==> src/rtl/coax_rx_fifo.sv <==
// coax_rx_fifo: 3270 coax biphase receiver. It frames messages, checks the parity of
// each word and buffers the decoded words in a first-word fall-through FIFO.
module coax_rx_fifo #(
  parameter int CLOCKS_PER_BIT = 8,
  parameter int DATA_WIDTH     = 10,
  parameter int DEPTH          = 16
) (
  input  logic                  clk,
  input  logic                  reset,
  input  logic                  rx,
  input  logic                  parity,
  input  logic                  rd,
  input  logic                  clear_status,
  output logic [DATA_WIDTH-1:0] data,
  output logic                  last,
  output logic                  parity_error,
  output logic                  empty,
  output logic                  full,
  output logic                  active,
  output logic                  overflow,
  output logic                  error
);

  localparam int CW = $clog2(2 * CLOCKS_PER_BIT + 1);
  localparam int AW = $clog2(DEPTH);
  localparam int BW = $clog2(DATA_WIDTH + 1);
  localparam int EW = DATA_WIDTH + 2;

  localparam logic [CW-1:0] MID_LO  = CW'((3 * CLOCKS_PER_BIT) / 4);
  localparam logic [CW-1:0] MID_HI  = CW'((5 * CLOCKS_PER_BIT) / 4);
  localparam logic [CW-1:0] VIO_LO  = CW'((5 * CLOCKS_PER_BIT) / 4);
  localparam logic [CW-1:0] VIO_HI  = CW'((7 * CLOCKS_PER_BIT) / 4);
  localparam logic [CW-1:0] CNT_MAX = CW'(2 * CLOCKS_PER_BIT);
  localparam logic [CW-1:0] SYNC_PH = CW'(CLOCKS_PER_BIT / 2 + 1);

  localparam logic [2:0] S_IDLE      = 3'd0;
  localparam logic [2:0] S_QUIESCE   = 3'd1;
  localparam logic [2:0] S_VIOLATION = 3'd2;
  localparam logic [2:0] S_SYNC      = 3'd3;
  localparam logic [2:0] S_DATA      = 3'd4;
  localparam logic [2:0] S_PARITY    = 3'd5;

  logic rx_s1, rx_s2, rx_s3;
  logic line, line_edge;

  // NOTE: all sequential state uses non-blocking assignments so that every flop samples pre-edge values.
  always_ff @(posedge clk) begin
    if (reset) begin
      rx_s1 <= 1'b0;
      rx_s2 <= 1'b0;
      rx_s3 <= 1'b0;
    end else begin
      rx_s1 <= rx;
      rx_s2 <= rx_s1;
      rx_s3 <= rx_s2;
    end
  end

  assign line      = rx_s2;
  assign line_edge = rx_s2 ^ rx_s3;

  logic [2:0]            state;
  logic [2:0]            ones;
  logic                  vio_high;
  logic [CW-1:0]         phase, since_edge;
  logic [BW-1:0]         bit_cnt;
  logic [DATA_WIDTH-1:0] shift;
  logic                  pend_valid, pend_perr;
  logic [DATA_WIDTH-1:0] pend_data;
  logic                  mid_edge, timeout, vio_ok;
  logic                  commit, commit_last, abort;

  // phase counts cycles since the last mid-bit transition; since_edge counts cycles since any transition
  assign mid_edge = line_edge && (phase >= MID_LO) && (phase <= MID_HI);
  assign timeout  = phase > MID_HI;
  assign vio_ok   = (since_edge >= VIO_LO) && (since_edge <= VIO_HI);

  // NOTE: every always_comb output gets a default first, so no latch can be inferred.
  always_comb begin
    commit      = 1'b0;
    commit_last = 1'b0;
    abort       = 1'b0;
    if (state == S_SYNC) begin
      if (timeout) begin
        if (line) begin
          commit      = pend_valid;
          commit_last = 1'b1;
        end else begin
          abort = 1'b1;
        end
      end else if (mid_edge) begin
        if (line) commit = pend_valid;
        else      abort  = 1'b1;
      end
    end else if ((state == S_DATA || state == S_PARITY) && timeout) begin
      abort = 1'b1;
    end
  end

  logic [AW:0]   wr_ptr, rd_ptr;
  logic          do_rd, do_wr, drop;
  logic [EW-1:0] mem [DEPTH];
  logic [EW-1:0] head;

  assign empty = (wr_ptr == rd_ptr);
  assign full  = (wr_ptr[AW] != rd_ptr[AW]) && (wr_ptr[AW-1:0] == rd_ptr[AW-1:0]);
  assign do_rd = rd && !empty;
  assign do_wr = commit && (!full || do_rd);
  assign drop  = commit && full && !do_rd;

  always_ff @(posedge clk) begin
    if (reset) begin
      state      <= S_IDLE;
      ones       <= 3'd0;
      vio_high   <= 1'b0;
      phase      <= CNT_MAX;
      since_edge <= CNT_MAX;
      bit_cnt    <= '0;
      shift      <= '0;
      pend_valid <= 1'b0;
      pend_data  <= '0;
      pend_perr  <= 1'b0;
      active     <= 1'b0;
      overflow   <= 1'b0;
      error      <= 1'b0;
      wr_ptr     <= '0;
      rd_ptr     <= '0;
    end else begin
      since_edge <= line_edge ? CW'(1) : (since_edge == CNT_MAX) ? since_edge : since_edge + 1'b1;
      phase      <= mid_edge  ? CW'(1) : (phase == CNT_MAX) ? phase : phase + 1'b1;
      overflow   <= (overflow && !clear_status) || drop;
      error      <= (error && !clear_status) || abort;
      if (do_rd) rd_ptr <= rd_ptr + 1'b1;
      if (do_wr) wr_ptr <= wr_ptr + 1'b1;

      case (state)
        S_IDLE: begin
          if (line_edge && line) begin
            state <= S_QUIESCE;
            ones  <= 3'd1;
            phase <= CW'(1);
          end
        end
        S_QUIESCE: begin
          if (timeout) begin
            if (ones >= 3'd5 && !line) begin
              state    <= S_VIOLATION;
              vio_high <= 1'b0;
            end else begin
              state <= S_IDLE;
            end
          end else if (mid_edge) begin
            if (!line)              state <= S_IDLE;
            else if (ones != 3'd5)  ones  <= ones + 1'b1;
          end
        end
        S_VIOLATION: begin
          if (since_edge > VIO_HI) begin
            state <= S_IDLE;
          end else if (line_edge) begin
            if (!vio_ok) begin
              state <= S_IDLE;
            end else if (!vio_high) begin
              vio_high <= 1'b1;
            end else begin
              // the sync bit's mid-bit transition is due half a bit after this falling edge
              state <= S_SYNC;
              phase <= SYNC_PH;
            end
          end
        end
        S_SYNC: begin
          if (timeout || (mid_edge && !line)) begin
            state      <= S_IDLE;
            active     <= 1'b0;
            pend_valid <= 1'b0;
          end else if (mid_edge) begin
            state      <= S_DATA;
            active     <= 1'b1;
            bit_cnt    <= '0;
            pend_valid <= 1'b0;
          end
        end
        S_DATA: begin
          if (timeout) begin
            state      <= S_IDLE;
            active     <= 1'b0;
            pend_valid <= 1'b0;
          end else if (mid_edge) begin
            shift <= {shift[DATA_WIDTH-2:0], line};
            if (bit_cnt == BW'(DATA_WIDTH - 1)) state   <= S_PARITY;
            else                                bit_cnt <= bit_cnt + 1'b1;
          end
        end
        S_PARITY: begin
          if (timeout) begin
            state      <= S_IDLE;
            active     <= 1'b0;
            pend_valid <= 1'b0;
          end else if (mid_edge) begin
            pend_valid <= 1'b1;
            pend_data  <= shift;
            pend_perr  <= (^{shift, line}) != parity;
            state      <= S_SYNC;
          end
        end
        default: state <= S_IDLE;
      endcase
    end
  end

  // NOTE: the storage array is not reset; the empty flag gates the outputs, so stale contents are never seen.
  always_ff @(posedge clk) begin
    if (do_wr) mem[wr_ptr[AW-1:0]] <= {pend_data, commit_last, pend_perr};
  end

  assign head = empty ? '0 : mem[rd_ptr[AW-1:0]];
  assign {data, last, parity_error} = head;

endmodule

==> config.mk <==
export PLATFORM = sky130hd
export DESIGN_NAME = coax_rx_fifo
export DESIGN_NICKNAME = d
export VERILOG_FILES = /design/src/rtl/coax_rx_fifo.sv
export SDC_FILE = /design/constraint.sdc
export NUM_CORES = 1
export LEC_CHECK = 0
export BUFFER_PORTS_ARGS = -buffer_cell sky130_fd_sc_hd__buf_2
export CORE_MARGIN = 1.5
export CORE_UTILIZATION = 39
export DETAILED_ROUTE_END_ITERATION = 7
export SYNTH_ARGS = -nofsm -noshare
export SYNTH_HDL_FRONTEND = slang
export SYNTH_SLANG_ARGS = --single-unit
==> constraint.sdc <==
create_clock -name clk -period 6.8 [get_ports clk]
set_input_delay 1.36 -clock clk [delete_from_list [all_inputs] [get_ports clk]]
set_output_delay 1.36 -clock clk [all_outputs]
set_load 0.02 [all_outputs]
Yosys cells after proc, flatten, opt, wreduce, memory -nomap -nowiden. Memories as Yosys holds them, arrays and structs flattened. A register that Yosys moved wholly into a read port is not among the register bits. Index checks and enable logic that the tools add are counted. W data, S select, Z words.

$add $sub $neg: 6. Order comparisons: 7. Equality and inequality tests: 39. Multiplexer cells: 69. Bitwise logic cells: 2. Reductions and logical operators: 41.

Operators with widths (count): $mux W3 (19); $mux W5 (9); $ne A2 B2 Y1 const B (17); $mux W4 (7); $mux W1 (25); $add A5 B1 Y5 const B (4); $ne A3 B3 Y1 const B (6); $pmux W3 S6 (1); $reduce_and A6 Y1 (3); $logic_and A1 B1 Y1 (14); $mux W12 (1); $reduce_xor A11 Y1 (1); $eq A5 B5 Y1 const B (2); $gt A5 B4 Y1 const B (2); $le A5 B4 Y1 const B (2); $pmux W5 S2 (1); $reduce_and A3 Y1 (3); $reduce_and A9 Y1 (1); $pmux W4 S2 (1); $reduce_bool A2 Y1 (4); $eq A3 B2 Y1 const B (2); $eq A3 B3 Y1 const B (2); $ne A3 B2 Y1 const B (2); $pmux W3 S2 (1); 23 further kinds (34).

Register bits: 59. RAM bits: 192. Logic and storage cells: 184. Memories: 1.

Memory list: mem (words 16, bits a word 12, rd ports 1, clocked after Yosys merged registers in 1, write ports 1, line 102) `logic [EW-1:0] mem [DEPTH];`.

Logic depth before layout (Yosys ltp).
Word-level depth: 9. Depth in mapped cells: 8. Depth with buffers taken out: 7.

Least setup slack after synthesis. No wires, ideal clock.

Path kind: flip-flop to output port. From: reg (tool-made name). To: out data[9]. Arrival: 1.854 ns. Required time: 5.440 ns. Slack: 3.586 ns. Stages on the path, launching flop included: 6. Path buffers: 2. Cell sequence: dfxtp_1 > buf_2 > buf_1 > mux4_2 > mux4_2 > nor2b_1.

RTL lines: end: declaration (line 14) `output logic [DATA_WIDTH-1:0] data,`.

==> qor.yml <==
power:
  power_frac_comb_pct: 3.1
  power.internal_uw: 2560
  switching_share_pct: 20.6
  p_sw_uw: 662
  pwr-share-seq_pct: 52.3
  irDropWorstVdd_v: 0.000146
  power_density_nw_per_um2: 272
  pwr-share-clk_pct: 44.6
  p_leak_uw: 0.00394
hold_path:
  hp-class: "reg -> reg"
  whs_path_depth: 1
  worstHoldStart: "rx_s1$_SDFF_PP0_"
  whs_endpoint: "line$_SDFF_PP0_"
cts:
  ctsHtreeMaxLevel: 1
  cts_hold_buf: 0
  cts_max_path_buffers: 3
  cts_tree: "built"
  numCtsBuffers: 27
  clockRootBuffer: "clkbuf_16"
  cts_setup_buffers: 0
  clk_latency_ns: 0.55
  post_cts_resize_count: 0
  clkTransAtPathRegs_ns: 0.06
  cts.sinks: 255
logic_synthesis:
  yosys.area_share.adder_pct: 1.90
  ys_seq_area_share_pct: 66.7
  synthArstFlopShare_pct: 0
  synth_fp_nets: 663
  synth_top_area_share_pct: 54.7
  synth_cell_type_count: 61
  synth-edff-count: 192
  post-synth-top-area-cell: "edfxtp_1"
  netlist_area_um2: 10500
  yosys_warnings: 0
  synth_top_family_by_area: "multiplexers"
  synthFlopType: "edfxtp_1"
  synth.ff_latch_count: 255
  synth_xor_area_share_pct: 2.33
  synthCells: 641
  synthMuxAreaShare_pct: 15.4
  synthSimpleGateAreaFrac_pct: 8.21
  syn_area_per_cell_um2: 16.4
  synth_compound_area_share_pct: 3.62
  synth_area_leaders: "edfxtp_1 55%, mux4_2 13%, dfxtp_1 12%, mux2i_1 2.4%, ha_1 1.9%"
sta:
  period_needed_ns: 4.39
  drv_slew: 0
  period_share_pct: 64.6
  setup_tns_ns: 0
  hold_viol: 0
  relSlewSlack_pct: 23.7
  finClkSkew_ns: 0.0212
  max_slew.worst_pin.slew_ns: 1.14
  fmax_mhz: 228
  rsz0062_at_grt: "no"
  setup-violations-final: 0
floorplan:
  fp.coreArea_um2: 26300
  ios: 23
  start_util_pct: 40.1
  rows: 59
  die_h_um: 167
  dieWidth_um: 167
  dieArea_um2: 28000
cells_and_area:
  fin_area_um2: 11800
  n_antenna_cell: 0
  register_area_um2: 7030
  fillCellCount: 2272
  drive_above_1_share_pct: 19.8
  stdcell_count: 1021
  layout.nets: 688
  area_delta_synth_final_pct: 12.2
  multi_input_area_um2: 3320
route:
  via_per_inst: 5.46
  drt_iter0_drc: 432
  post_drt_wl_per_cell_um: 21.2
  drt_drc_violations_left: 0
  vias: 5577
  routed_wl_mm: 21.6
  ant_nets: 0
  drt_first_pass_iters: 4
place:
  portBuffers: 22
  dp_hpwl_mm: 12.7
  gp_congestion: 0.772
  dp_cells: 972
  placed_area_um2: 11000
worst_setup_path:
  endpoint_kind: "primary output"
  worstSetupStartpointType: "flop"
  max_stage_delay_ns: 0.97
  cp.arrival_ns: 3.03
  crit_top_cell: "mux4_2"
  rr_worst_depth: 5
  worstSetupPathType: "reg -> out"
  slowest_stage: "dfxtp_4"
  timing.critical_path.buf_inv: 1
  r2r-end: "mem[12][8]$_DFFE_PP_"
  crit_chain: "mux4_2, mux4_2, nor2b_1, buf_2"
  timing.rr.start: "line$_SDFF_PP0_"
  worstPathRequired_ns: 5.44
  path_delay_family: "multiplexers"
  reg2reg_slack_ns: 3.51
  critPathMaxFanout: 48
status:
  status: "finished clean"
global_route:
  grt_max_degree: 62
  grt_pass1_wl_mm: 33.7
  track_usage_pct: 15.7
  overflow: 0
  antenna_found_initial: 0
  grt_pass1_vias: 5731
job:
  max-cap-violations: 0
## state kept, by name (all words and copies together), names as in the netlist, 3 cells and up, named ones only
register and cells:
mem 192, pend_data 10, shift 10, phase 5, rd_ptr 5, since_edge 5, wr_ptr 5, bit_cnt 4
ones 3, state 3
## worst max path at each step
stage | from | endpoint | slack, ns | cells past startpoint
global placement | flop | data[6] | 2.95 | 4
detailed placement | flop | data[7] | 2.89 | 4
floorplan | flop | data[9] | 3.59 | 5
CTS | flop | data[7] | 2.31 | 4
global route | flop | data[7] | 2.21 | 4
finish | flop | data[7] | 2.41 | 4
## final cells by class
| cell class | instances | share of cell area, % |
|---|---|---|
| Tap cell | 335 | 3.55 |
| Multi-Input combinational cell | 343 | 28.1 |
| Sequential cell | 255 | 59.5 |
| Timing Repair Buffer | 25 | 1.12 |
| Clock buffer | 36 | 6.00 |
| Clock inverter | 13 | 1.30 |
| Inverter | 14 | 0.445 |
## placed cells by master, fill, tap and decap left out, types with 7 or more instances in the layout
cell type	netlist	layout
o21ai_0	7	7
clkbuf_16	0	27
xor2_1	11	11
and3_1	17	17
nand3_1	16	16
clkbuf_1	15	9
nor2b_1	21	21
edfxtp_1	192	192
ha_1	16	16
dfxtp_1	63	61
mux2i_1	25	25
buf_2	7	22
nor2_1	49	49
mux4_2	60	60
xnor2_1	17	17
a21oi_1	17	17
inv_1	14	14
## through the flow
step	utilization, %	hold slack [ns]	total power [uW]	setup WS, ns
floorplan	-	0.414	1790	3.59
global placement	41.7	0.446	1800	2.95
detailed placement	41.7	0.450	1810	2.89
CTS	45.0	0.462	3240	2.31
global route	45.0	0.465	3320	2.21
finish	45.0	0.457	3220	2.41
## layer usage
layer | vias to the layer above | global-route usage, % | wire (um)
met4 | 0 | 3.53 | 327
met1 | 2847 | 20.2 | 9180
met3 | 32 | 2.60 | 1380
met2 | 138 | 27.7 | 10800
li1 | 2560 | - | -
met5 | - | 0 | 0
## synthesized netlist by cell type (all sizes together), types with 2 or more instances
master	count
and3b	3
buf	14
and3	17
nand4	3
dfxtp	63
edfxtp	192
mux2	2
a211oi	3
a211o	2
a221oi	2
a41oi	2
a31o	2
nand4b	2
nor2b	21
or2	3
xor2	11
mux2i	25
and4	2
nor4	2
nor3b	5
mux4	60
or3	4
a311oi	2
inv	14
nand3	16
o211ai	2
nand3b	2
ha	16
o21ai	9
a31oi	4
a21o	5
nand2	5
nor3	7
nand2b	3
and2	4
xnor2	17
or3b	3
clkbuf	15
nor2	50
a21oi	17
## power groups by stage
stage          clock (uW)  combinational, uW  sequential, uW
6_report             1440               99.3            1680
5_1_grt              1520                111            1690
4_1_cts              1460               98.9            1680
3_5_place_dp            0               98.0            1720
3_3_place_gp            0               90.8            1710
2_1_floorplan           0               79.4            1710
## cells by family (layout without fill, tap and decap cells)
kind of cell,after synthesis,after routing
multiplexers,87,87
buffers and inverters,43,88
XOR/XNOR,28,28
flip-flops,255,255
AO/OA/AOI/OAI,57,57
adder cells (fa/ha/maj),16,16
AND/OR/NAND/NOR,155,155
Note: power is estimated with default switching activity, not from simulation.
